<file path="src/rtl/bp_be_fe_queue_rx.sv">
// bp_be_fe_queue_rx: backend receiver for the FE->BE fetch queue.
// Circular store with three pointers: write (wptr), speculative read (sptr)
// and commit (cptr). Entries stay resident until commit so the read side can
// be rewound (roll) or the whole queue discarded (clr).
// Optional feature: define BP_FE_QUEUE_RX_BYPASS_EN to forward an incoming
// packet straight to issue_pkt_o when the speculative read side is caught up.
module bp_be_fe_queue_rx #(
    parameter int fe_queue_width_p = 128,
    parameter int els_p            = 8
) (
    input  logic                        clk_i,
    input  logic                        reset_n_i,
    input  logic [fe_queue_width_p-1:0] fe_queue_i,
    input  logic                        fe_queue_v_i,
    output logic                        fe_queue_ready_and_o,
    output logic [fe_queue_width_p-1:0] issue_pkt_o,
    output logic                        issue_v_o,
    input  logic                        issue_yumi_i,
    input  logic                        commit_v_i,
    input  logic                        roll_v_i,
    input  logic                        clr_v_i,
    output logic                        empty_o
);

    localparam int lg_els_lp    = $clog2(els_p);
    localparam int ptr_width_lp = lg_els_lp + 1;
    localparam logic [ptr_width_lp-1:0] ptr_one_lp = ptr_width_lp'(1);

    logic [fe_queue_width_p-1:0] r_mem [els_p];
    logic [ptr_width_lp-1:0]     r_wptr, r_sptr, r_cptr;
    logic [ptr_width_lp-1:0]     w_wptr_next, w_sptr_next, w_cptr_next;
    logic [ptr_width_lp-1:0]     w_cptr_roll;
    logic                        w_full;
    logic                        w_enq;
    logic                        w_caught_up;

    // Full is judged against the commit pointer: uncommitted entries still occupy slots.
    assign w_full = (r_wptr[ptr_width_lp-1] != r_cptr[ptr_width_lp-1]) &&
                    (r_wptr[lg_els_lp-1:0] == r_cptr[lg_els_lp-1:0]);
    assign fe_queue_ready_and_o = ~w_full;
    assign w_enq       = fe_queue_v_i & ~w_full & ~clr_v_i;
    assign w_caught_up = (r_sptr == r_wptr);
    assign empty_o     = (r_wptr == r_cptr);

`ifdef BP_FE_QUEUE_RX_BYPASS_EN
    // Issue side: stored packet, or the incoming packet when nothing is pending.
    always_comb begin
        issue_v_o   = ~w_caught_up;
        issue_pkt_o = r_mem[r_sptr[lg_els_lp-1:0]];
        if (w_caught_up && w_enq && !roll_v_i) begin
            issue_v_o   = 1'b1;
            issue_pkt_o = fe_queue_i;
        end
    end
`else
    // Issue side: only stored packets, so no path from fe_queue_* to issue_*.
    always_comb begin
        issue_v_o   = ~w_caught_up;
        issue_pkt_o = r_mem[r_sptr[lg_els_lp-1:0]];
    end
`endif

    // Pointer next-state with clr > roll > independent enqueue/yumi/commit.
    always_comb begin
        w_wptr_next = r_wptr;
        w_sptr_next = r_sptr;
        w_cptr_next = r_cptr;
        w_cptr_roll = commit_v_i ? (r_cptr + ptr_one_lp) : r_cptr;
        if (clr_v_i) begin
            w_sptr_next = r_wptr;
            w_cptr_next = r_wptr;
        end else if (roll_v_i) begin
            w_wptr_next = w_enq ? (r_wptr + ptr_one_lp) : r_wptr;
            w_cptr_next = w_cptr_roll;
            w_sptr_next = w_cptr_roll;
        end else begin
            w_wptr_next = w_enq        ? (r_wptr + ptr_one_lp) : r_wptr;
            w_sptr_next = issue_yumi_i ? (r_sptr + ptr_one_lp) : r_sptr;
            w_cptr_next = commit_v_i   ? (r_cptr + ptr_one_lp) : r_cptr;
        end
    end

    // Pointer registers; reset empties the queue immediately.
    always_ff @(posedge clk_i or negedge reset_n_i) begin
        if (!reset_n_i) begin
            r_wptr <= '0;
            r_sptr <= '0;
            r_cptr <= '0;
        end else begin
            r_wptr <= w_wptr_next;
            r_sptr <= w_sptr_next;
            r_cptr <= w_cptr_next;
        end
    end

    // Packet storage; contents are don't-care until written, so no reset.
    always_ff @(posedge clk_i) begin
        if (w_enq) begin
            r_mem[r_wptr[lg_els_lp-1:0]] <= fe_queue_i;
        end
    end

`ifndef SYNTHESIS
    // Protocol checks on the consumer side.
    always_ff @(posedge clk_i) begin
        if (reset_n_i && !clr_v_i) begin
            assert (!(issue_yumi_i && !issue_v_o));
            assert (!(commit_v_i && (r_cptr == r_sptr)));
        end
    end
`endif

endmodule

</file>
<file path="config.mk">
export PLATFORM = sky130hd
export DESIGN_NAME = bp_be_fe_queue_rx
export DESIGN_NICKNAME = d
export VERILOG_FILES = /design/src/rtl/bp_be_fe_queue_rx.sv
export SDC_FILE = /design/constraint.sdc
export NUM_CORES = 1
export LEC_CHECK = 0
export CORE_MARGIN = 5
export CORE_UTILIZATION = 42
export CTS_CLUSTER_DIAMETER = 60
export DETAILED_ROUTE_END_ITERATION = 6
export GPL_ROUTABILITY_DRIVEN = 0
export HOLD_SLACK_MARGIN = 0.03
export PLACE_DENSITY = 0.58
export SYNTH_ARGS = -nofsm -noshare
export SYNTH_HDL_FRONTEND = slang
export SYNTH_SLANG_ARGS = --single-unit
export TNS_END_PERCENT = 20
</file>
<file path="constraint.sdc">
create_clock -name clk_i -period 10.14 [get_ports clk_i]
set_clock_uncertainty 0.15 [all_clocks]
set_input_delay 2.028 -clock clk_i [delete_from_list [all_inputs] [get_ports clk_i]]
set_output_delay 2.028 -clock clk_i [all_outputs]
set_load 0.02 [all_outputs]
</file>
==> results of run 1 <==
==> cells in the mapped netlist <==
cell / instances / area (um^2)
nor2b_1: 2 / 12.5
mux2i_1: 2 / 20.0
o21bai_1: 1 / 7.51
nor3_1: 3 / 15.0
xor2_1: 3 / 26.3
buf_8: 2 / 30.0
inv_1: 1 / 3.75
mux4_1: 60 / 1580
nor3b_1: 1 / 7.51
nand3_1: 1 / 5.00
nor2_1: 10 / 37.5
mux2_2: 133 / 1500
a21o_1: 1 / 7.51
nand2b_1: 3 / 18.8
mux4_2: 196 / 4410
a21oi_1: 2 / 10.0
buf_2: 19 / 95.1
buf_6: 23 / 259
edfxtp_1: 1024 / 30700
o21ai_0: 3 / 15.0
ha_1: 3 / 37.5
or3_1: 1 / 6.26
xnor2_1: 13 / 114
buf_1: 12 / 45.0
clkbuf_1: 22 / 82.6
a211oi_1: 1 / 7.51
dfrtp_1: 12 / 300
nand2_1: 9 / 33.8
a41oi_1: 1 / 8.76
nand4_1: 5 / 31.3
==> registers in the layout, summed over array words and instances, names as in the netlist <==
signal  count
r_sptr      4
r_cptr      4
r_mem    1024
r_wptr      4
==> cell families after synthesis <==
kind of cell / after synthesis
buffers and inverters: 79
xor gates and xnor gates: 16
AOI/OAI and AO/OA: 9
and+or+nand+nor: 35
DFF: 1036
muxes: 391
adders and majority gates: 3
==> cells in the final DEF (no fill, tap or decap), types with 3 or more instances in the layout <==
| cell type | Yosys | routed |
|---|---|---|
| nand2_1 | 9 | 9 |
| nor2_4 | 0 | 5 |
| inv_6 | 0 | 4 |
| clkdlybuf4s50_1 | 0 | 265 |
| xnor2_1 | 13 | 13 |
| clkinv_2 | 0 | 18 |
| nand2b_1 | 3 | 3 |
| buf_12 | 0 | 8 |
| clkinvlp_4 | 0 | 5 |
| nor2_1 | 10 | 5 |
| clkinv_4 | 0 | 3 |
| dfrtp_4 | 0 | 3 |
| clkbuf_1 | 22 | 27 |
| bufinv_16 | 0 | 11 |
| mux4_2 | 196 | 196 |
| o21ai_0 | 3 | 3 |
| ha_1 | 3 | 3 |
| edfxtp_1 | 1024 | 1024 |
| diode_2 | 0 | 7 |
| clkbuf_16 | 0 | 108 |
| mux4_1 | 60 | 60 |
| xor2_1 | 3 | 3 |
| nand4_1 | 5 | 5 |
| clkinv_1 | 0 | 19 |
| dfrtp_1 | 12 | 9 |
| clkinv_8 | 0 | 3 |
| mux2_2 | 133 | 133 |
| buf_4 | 0 | 13 |
==> worst max-delay path by stage <==
stage | startpoint | to | depth (start not counted)
global route | r_sptr[0] | issue_pkt_o[68] | 4
floorplan | clr_v_i | r_mem[4][0] | 4
finish | r_sptr[0] | issue_pkt_o[68] | 4
CTS | r_sptr[0] | issue_pkt_o[68] | 4
detailed placement | clr_v_i | r_mem[3][83] | 6
global placement | clr_v_i | r_mem[3][66] | 6
==> routing by layer <==
metal  up-vias  track usage (%)  share of wire [%]
met5         -                0              0.048
met3       114             3.70                5.0
met1      9096             20.7                 42
met4         6             3.92                2.2
met2       360             27.5                 51
li1       7446                -                  -
==> report_power, final <==
group | internal [uW] | leakage [uW] | switching (uW)
clock | 2240 | 0.00167 | 1570
sequential | 5090 | 0.00939 | 227
combinational | 1880 | 0.00364 | 1850
total | 9210 | 0.0147 | 3640
==> final cells by class <==
cell class	count	area, um^2	share of cell area, %
antenna	7	17.5	0.0373
clock buffer	135	2800	5.97
clock inverter	63	639	1.36
inverter	1	3.75	0.00799
multi-input combinational	454	7970	17.0
sequential	1036	31100	66.1
tap	1254	1570	3.34
timing repair buffer	286	2910	6.20
==> per-stage QoR <==
step	utilization, %	hold slack [ns]	TNS, ns	power, uW
floorplan	-	0.400	-266.59	7820
global placement	46.6	0.449	0	9230
detailed placement	46.6	0.451	0	9250
CTS	50.3	0.471	0	13100
global route	50.3	0.489	0	13400
finish	50.3	0.478	0	12900
==> critical path: stages (launching register included) <==
cell	delay, ns
dfrtp_4	1.09
buf_4	0.77
mux4_1	0.68
mux2_2	0.28
clkdlybuf4s50_1	0.54
==> impl_metrics.toml, run 1 <==
[cells_and_area]
post_layout_nonfiller_instances = 3236
final_layout_size_suffix_gt1_share_pct = 26.0
design_area_um2 = 47000
area_delta_synth_final_pct = 19.0
nFillCells = 7426
finalNetCount = 2024

[synth]
ys_seq_area_share_pct = 78.7
syn-mean-instance-area_um2 = 25.2
synth-seq-cells = 1036
synth_mux_area_share_pct = 19.0
number_of_standard_cells_after_synthesis = 1569
synth_top_family_by_area = "multiplexers"
synth_warnings = 0
synth_simple_gate_area_share_pct = 0.425
synthesis.nets = 1707
post_synth_fa_ha_maj_area_fraction_pct = 0.0951
netlist-cell-type-count = 30
post_synth_xor_area_fraction_pct = 0.355
post_synth_instance_area_um2 = 39500
synth_compound_area_share_pct = 0.143

[clocking]
post_cts.repair.setup_buffers = 0
clock_tree.htree_level_count = 3
root_buffer = "clkbuf_16"
clk-insertion-delay-late_ns = 0.66
cts_made_buffers = 107
cts_hold_buf = 0
cts_max_path_buffers = 3
cts.sink_count = 1036
cts_repair_resizes = 0
clock_tree_from_tritoncts = "done"
clock_slew_at_the_register_clock_pins_of_the_worst_setup_and_hold_paths_ns = 0.06

[worst_hold_path]
hold_class = "register to register"
hold_path_depth = 1
timing.hold.worst.start = "r_wptr[3]"
timing.hold.worst_endpoint = "r_wptr[3]"

[place]
worst_setup_slack_after_placement_ns = 4.07
detailedPlacementHpwl_um = 40800
place.detailed.instances = 3031
placedInstanceArea_um2 = 43500
port_buffers = 265

[route]
detailroute.via_count = 17000
firstDrtPassIters = 4
drt_first_iter_violations = 1076
detailed_route_wire_length_per_cell_um = 24.7
ant_nets = 0
drc_violation_count_after_routing = 0
detailed_route_wl_um = 79800
detail_route.vias_per_cell = 5.26

[sta]
layout_worst_path_cycle_share_pct = 62.3
grt_setup_unrepaired = "no"
finalMaxSlewViolations = 0
clock.fmax_mhz = 158
rel_slew_slack_pct = 31.0
tightest_slew_ns = 1.04
timing.final.hold_violations = 0
period_minus_slack_ns = 6.31
timing.final.setup_violations = 0
post-route-worst-setup-slack_ns = 3.83

[setup_path]
worst_ep_required_time_ns = 7.96
start_kind = "register"
worstRegToRegCells = 5
critical_path_class = "register to output pin"
worstPathArrival_ns = 4.13
r2r-end = "r_mem[3][93]"
timing.critical_path.fanout_max = 49
regToRegSetupSlack_ns = 6.20
worstReg2RegStart = "r_wptr[1]"
timing.critical_path.to_type = "output pin"

[job]
max_cap_violations = 0

[global_route]
pin_count_of_the_biggest_net_entering_global_routing = 129
track_usage_pct = 15.9
antenna_found_initial = 11
vias_in_the_first_global_route = 18800
grt_first_pass_wirelength_um = 119000
globalRouteOverflowTotal = 0

[power]
power-per-cell-area_nw_per_um2 = 274
leakagePower_uw = 0.0147
vdd_drop_max_mv = 0.234

[floorplan]
die_height_um = 317
chipWidth_um = 317
dieArea_um2 = 100000
placementRows = 112
io-pin-count = 266
core_area_um2 = 93300
start_util_pct = 42.3

[outcome]
outcome = "complete, no violations"
No activity file was read; power rests on OpenSTA's default activity.
==> run 2, diff against run 1 <==
- clock period: 10.14 -> 5.3 ns (I/O delays scaled with it)
==> impl_metrics.toml, run 2 (same netlist as run 1, synthesis figures left out) <==
[outcome]
outcome = "complete, no violations"

[sta]
clock.fmax_mhz = 215
timing.final.hold_violations = 0
grt_setup_unrepaired = "no"
timing.final.setup_violations = 0
layout_worst_path_cycle_share_pct = 87.7
rel_slew_slack_pct = 43.5
period_minus_slack_ns = 4.65
finalMaxSlewViolations = 0
tightest_slew_ns = 0.847

[cells_and_area]
mostFrequentLayoutCell = "edfxtp_1"
largest_register_ffs = 1024
multi_input_comb_area_um2 = 8010
area.sequential_um2 = 31100
area_delta_synth_final_pct = 20.1
final_layout_size_suffix_gt1_share_pct = 27.0
design_area_um2 = 47400
final_util_pct = 50.8
nFillCells = 7382
finalNetCount = 2053
mostFrequentLayoutCells = "1024 x edfxtp_1, 265 x clkdlybuf4s50_1, 196 x mux4_2, 133 x mux2_2, 109 x clkbuf_16"

[setup_path]
worst_ep_required_time_ns = 4.09
max_stage_delay_ns = 0.68
timing.critical_path.slowest_stage_cell = "dfrtp_4"
critPathTopFamily = "buffers and inverters"
worstPathArrival_ns = 3.44
cp_cell_sequence = "buf_12 -> buf_4 -> mux4_1 -> mux2_2 -> clkdlybuf4s50_1"
crit_buf_inv = 3
start_kind = "register"
timing.critical_path.to_type = "output pin"
critical_path_class = "register to output pin"
timing.critical_path.fanout_max = 25

[power]
comb_power_share_pct = 30.4
power_frac_seq_pct = 40.6
power.net_switching_uw = 7070
vdd_drop_max_mv = 0.381
power_frac_clock_pct = 28.9
power-per-cell-area_nw_per_um2 = 521
internal-power_uw = 17600
leakagePower_uw = 0.0149
switching_share_pct = 28.6

[floorplan]
io-pin-count = 266
die_height_um = 317
dieArea_um2 = 100000
chipWidth_um = 317
core_area_um2 = 93300
placementRows = 112
start_util_pct = 42.3

[global_route]
vias_in_the_first_global_route = 18700
globalRouteOverflowTotal = 0
track_usage_pct = 16.5
antenna_found_initial = 8
grt_first_pass_wirelength_um = 123000
pin_count_of_the_biggest_net_entering_global_routing = 72

[route]
detailed_route_wire_length_per_cell_um = 25.3
drt_first_iter_violations = 1087
firstDrtPassIters = 5
drc_violation_count_after_routing = 0
detailed_route_wl_um = 82600
detailroute.via_count = 17300
ant_nets = 0
detail_route.vias_per_cell = 5.30

[place]
port_buffers = 265
detailedPlacementHpwl_um = 43100
placedInstanceArea_um2 = 44000

[clocking]
clock_slew_at_the_register_clock_pins_of_the_worst_setup_and_hold_paths_ns = 0.06
post_cts.repair.setup_buffers = 0
clock_tree.htree_level_count = 3
cts.sink_count = 1036
cts_max_path_buffers = 3
cts_repair_resizes = 0
root_buffer = "clkbuf_16"
clock_tree_from_tritoncts = "done"
cts_hold_buf = 0
clk-insertion-delay-late_ns = 0.66
cts_made_buffers = 107

[job]
max_cap_violations = 0

[worst_hold_path]
hold_class = "register to register"
## run 2: power by group through the flow
stage                     logic [uW]  clock network (uW)  registers (uW)
after floorplan                 4860                   0           10100
after global placement          7680                   0           10200
after detailed placement        7710                   0           10200
after CTS                       7750                7350           10100
after global routing            8020                7740           10100
final                           7520                7150           10000
## run 2: per-layer routing
metal | vias to the layer above | wire length [um] | share of wire, % | GRT usage [%]
met5 | - | 63 | 0.076 | 0
met4 | 8 | 1670 | 2.0 | 4.03
met3 | 124 | 4400 | 5.3 | 3.99
met2 | 382 | 42800 | 52 | 28.8
met1 | 9278 | 33600 | 41 | 21.2
li1 | 7505 | - | - | -
## run 2: worst reg2reg max path, delay by kind of cell (launching register included)
| family | cells | cell delay, ns |
|---|---|---|
| simple gates | 2 | 0.53 |
| buf+inv | 1 | 0.44 |
| compound gates | 1 | 0.31 |
| xor+xnor | 1 | 0.27 |
| flops | 1 | 0.67 |
## run 2: cell type report
cell class / count / share of cell area, %
diodes: 5 / 0.0264
clock buffers: 127 / 5.90
clock inverters: 70 / 1.20
inverters: 1 / 0.00792
multi-input cells: 454 / 16.9
flip-flops and latches: 1036 / 65.5
well taps: 1254 / 3.31
repair buffers: 315 / 7.13
## run 2: stage by stage
stage	power [uW]	setup slack (ns)	TNS, ns	hold slack [ns]	cells
2_1_floorplan	14900	-0.247	-172.24	0.400	1569
4_1_cts	25200	0.510	0	0.480	3257
3_5_place_dp	17900	1.26	0	0.462	3060
6_report	24700	0.654	0	0.470	3262
3_3_place_gp	17900	1.24	0	0.449	3060
5_1_grt	25900	0.454	0	0.498	3257
## run 2: path summary, 6_finish.rpt
kind	cells after the start	slack (ns)	endpoint	start
max	5	0.65	issue_pkt_o[121]	r_sptr[0]
min	1	0.47	r_wptr[3]	r_wptr[3]
max reg2reg	5	2.49	r_mem[4][11]	r_wptr[1]
min reg2reg	1	0.47	r_wptr[3]	r_wptr[3]
max in group asynchronous	1	3.91	r_sptr[1]	reset_n_i
min in group asynchronous	1	0.63	r_sptr[3]	reset_n_i
==> run 3, diff against run 2 <==
- GPL_ROUTABILITY_DRIVEN: 0 -> default
==> results of run 3 <==
Final layout, timing and power as in run 2 (identical DEF).
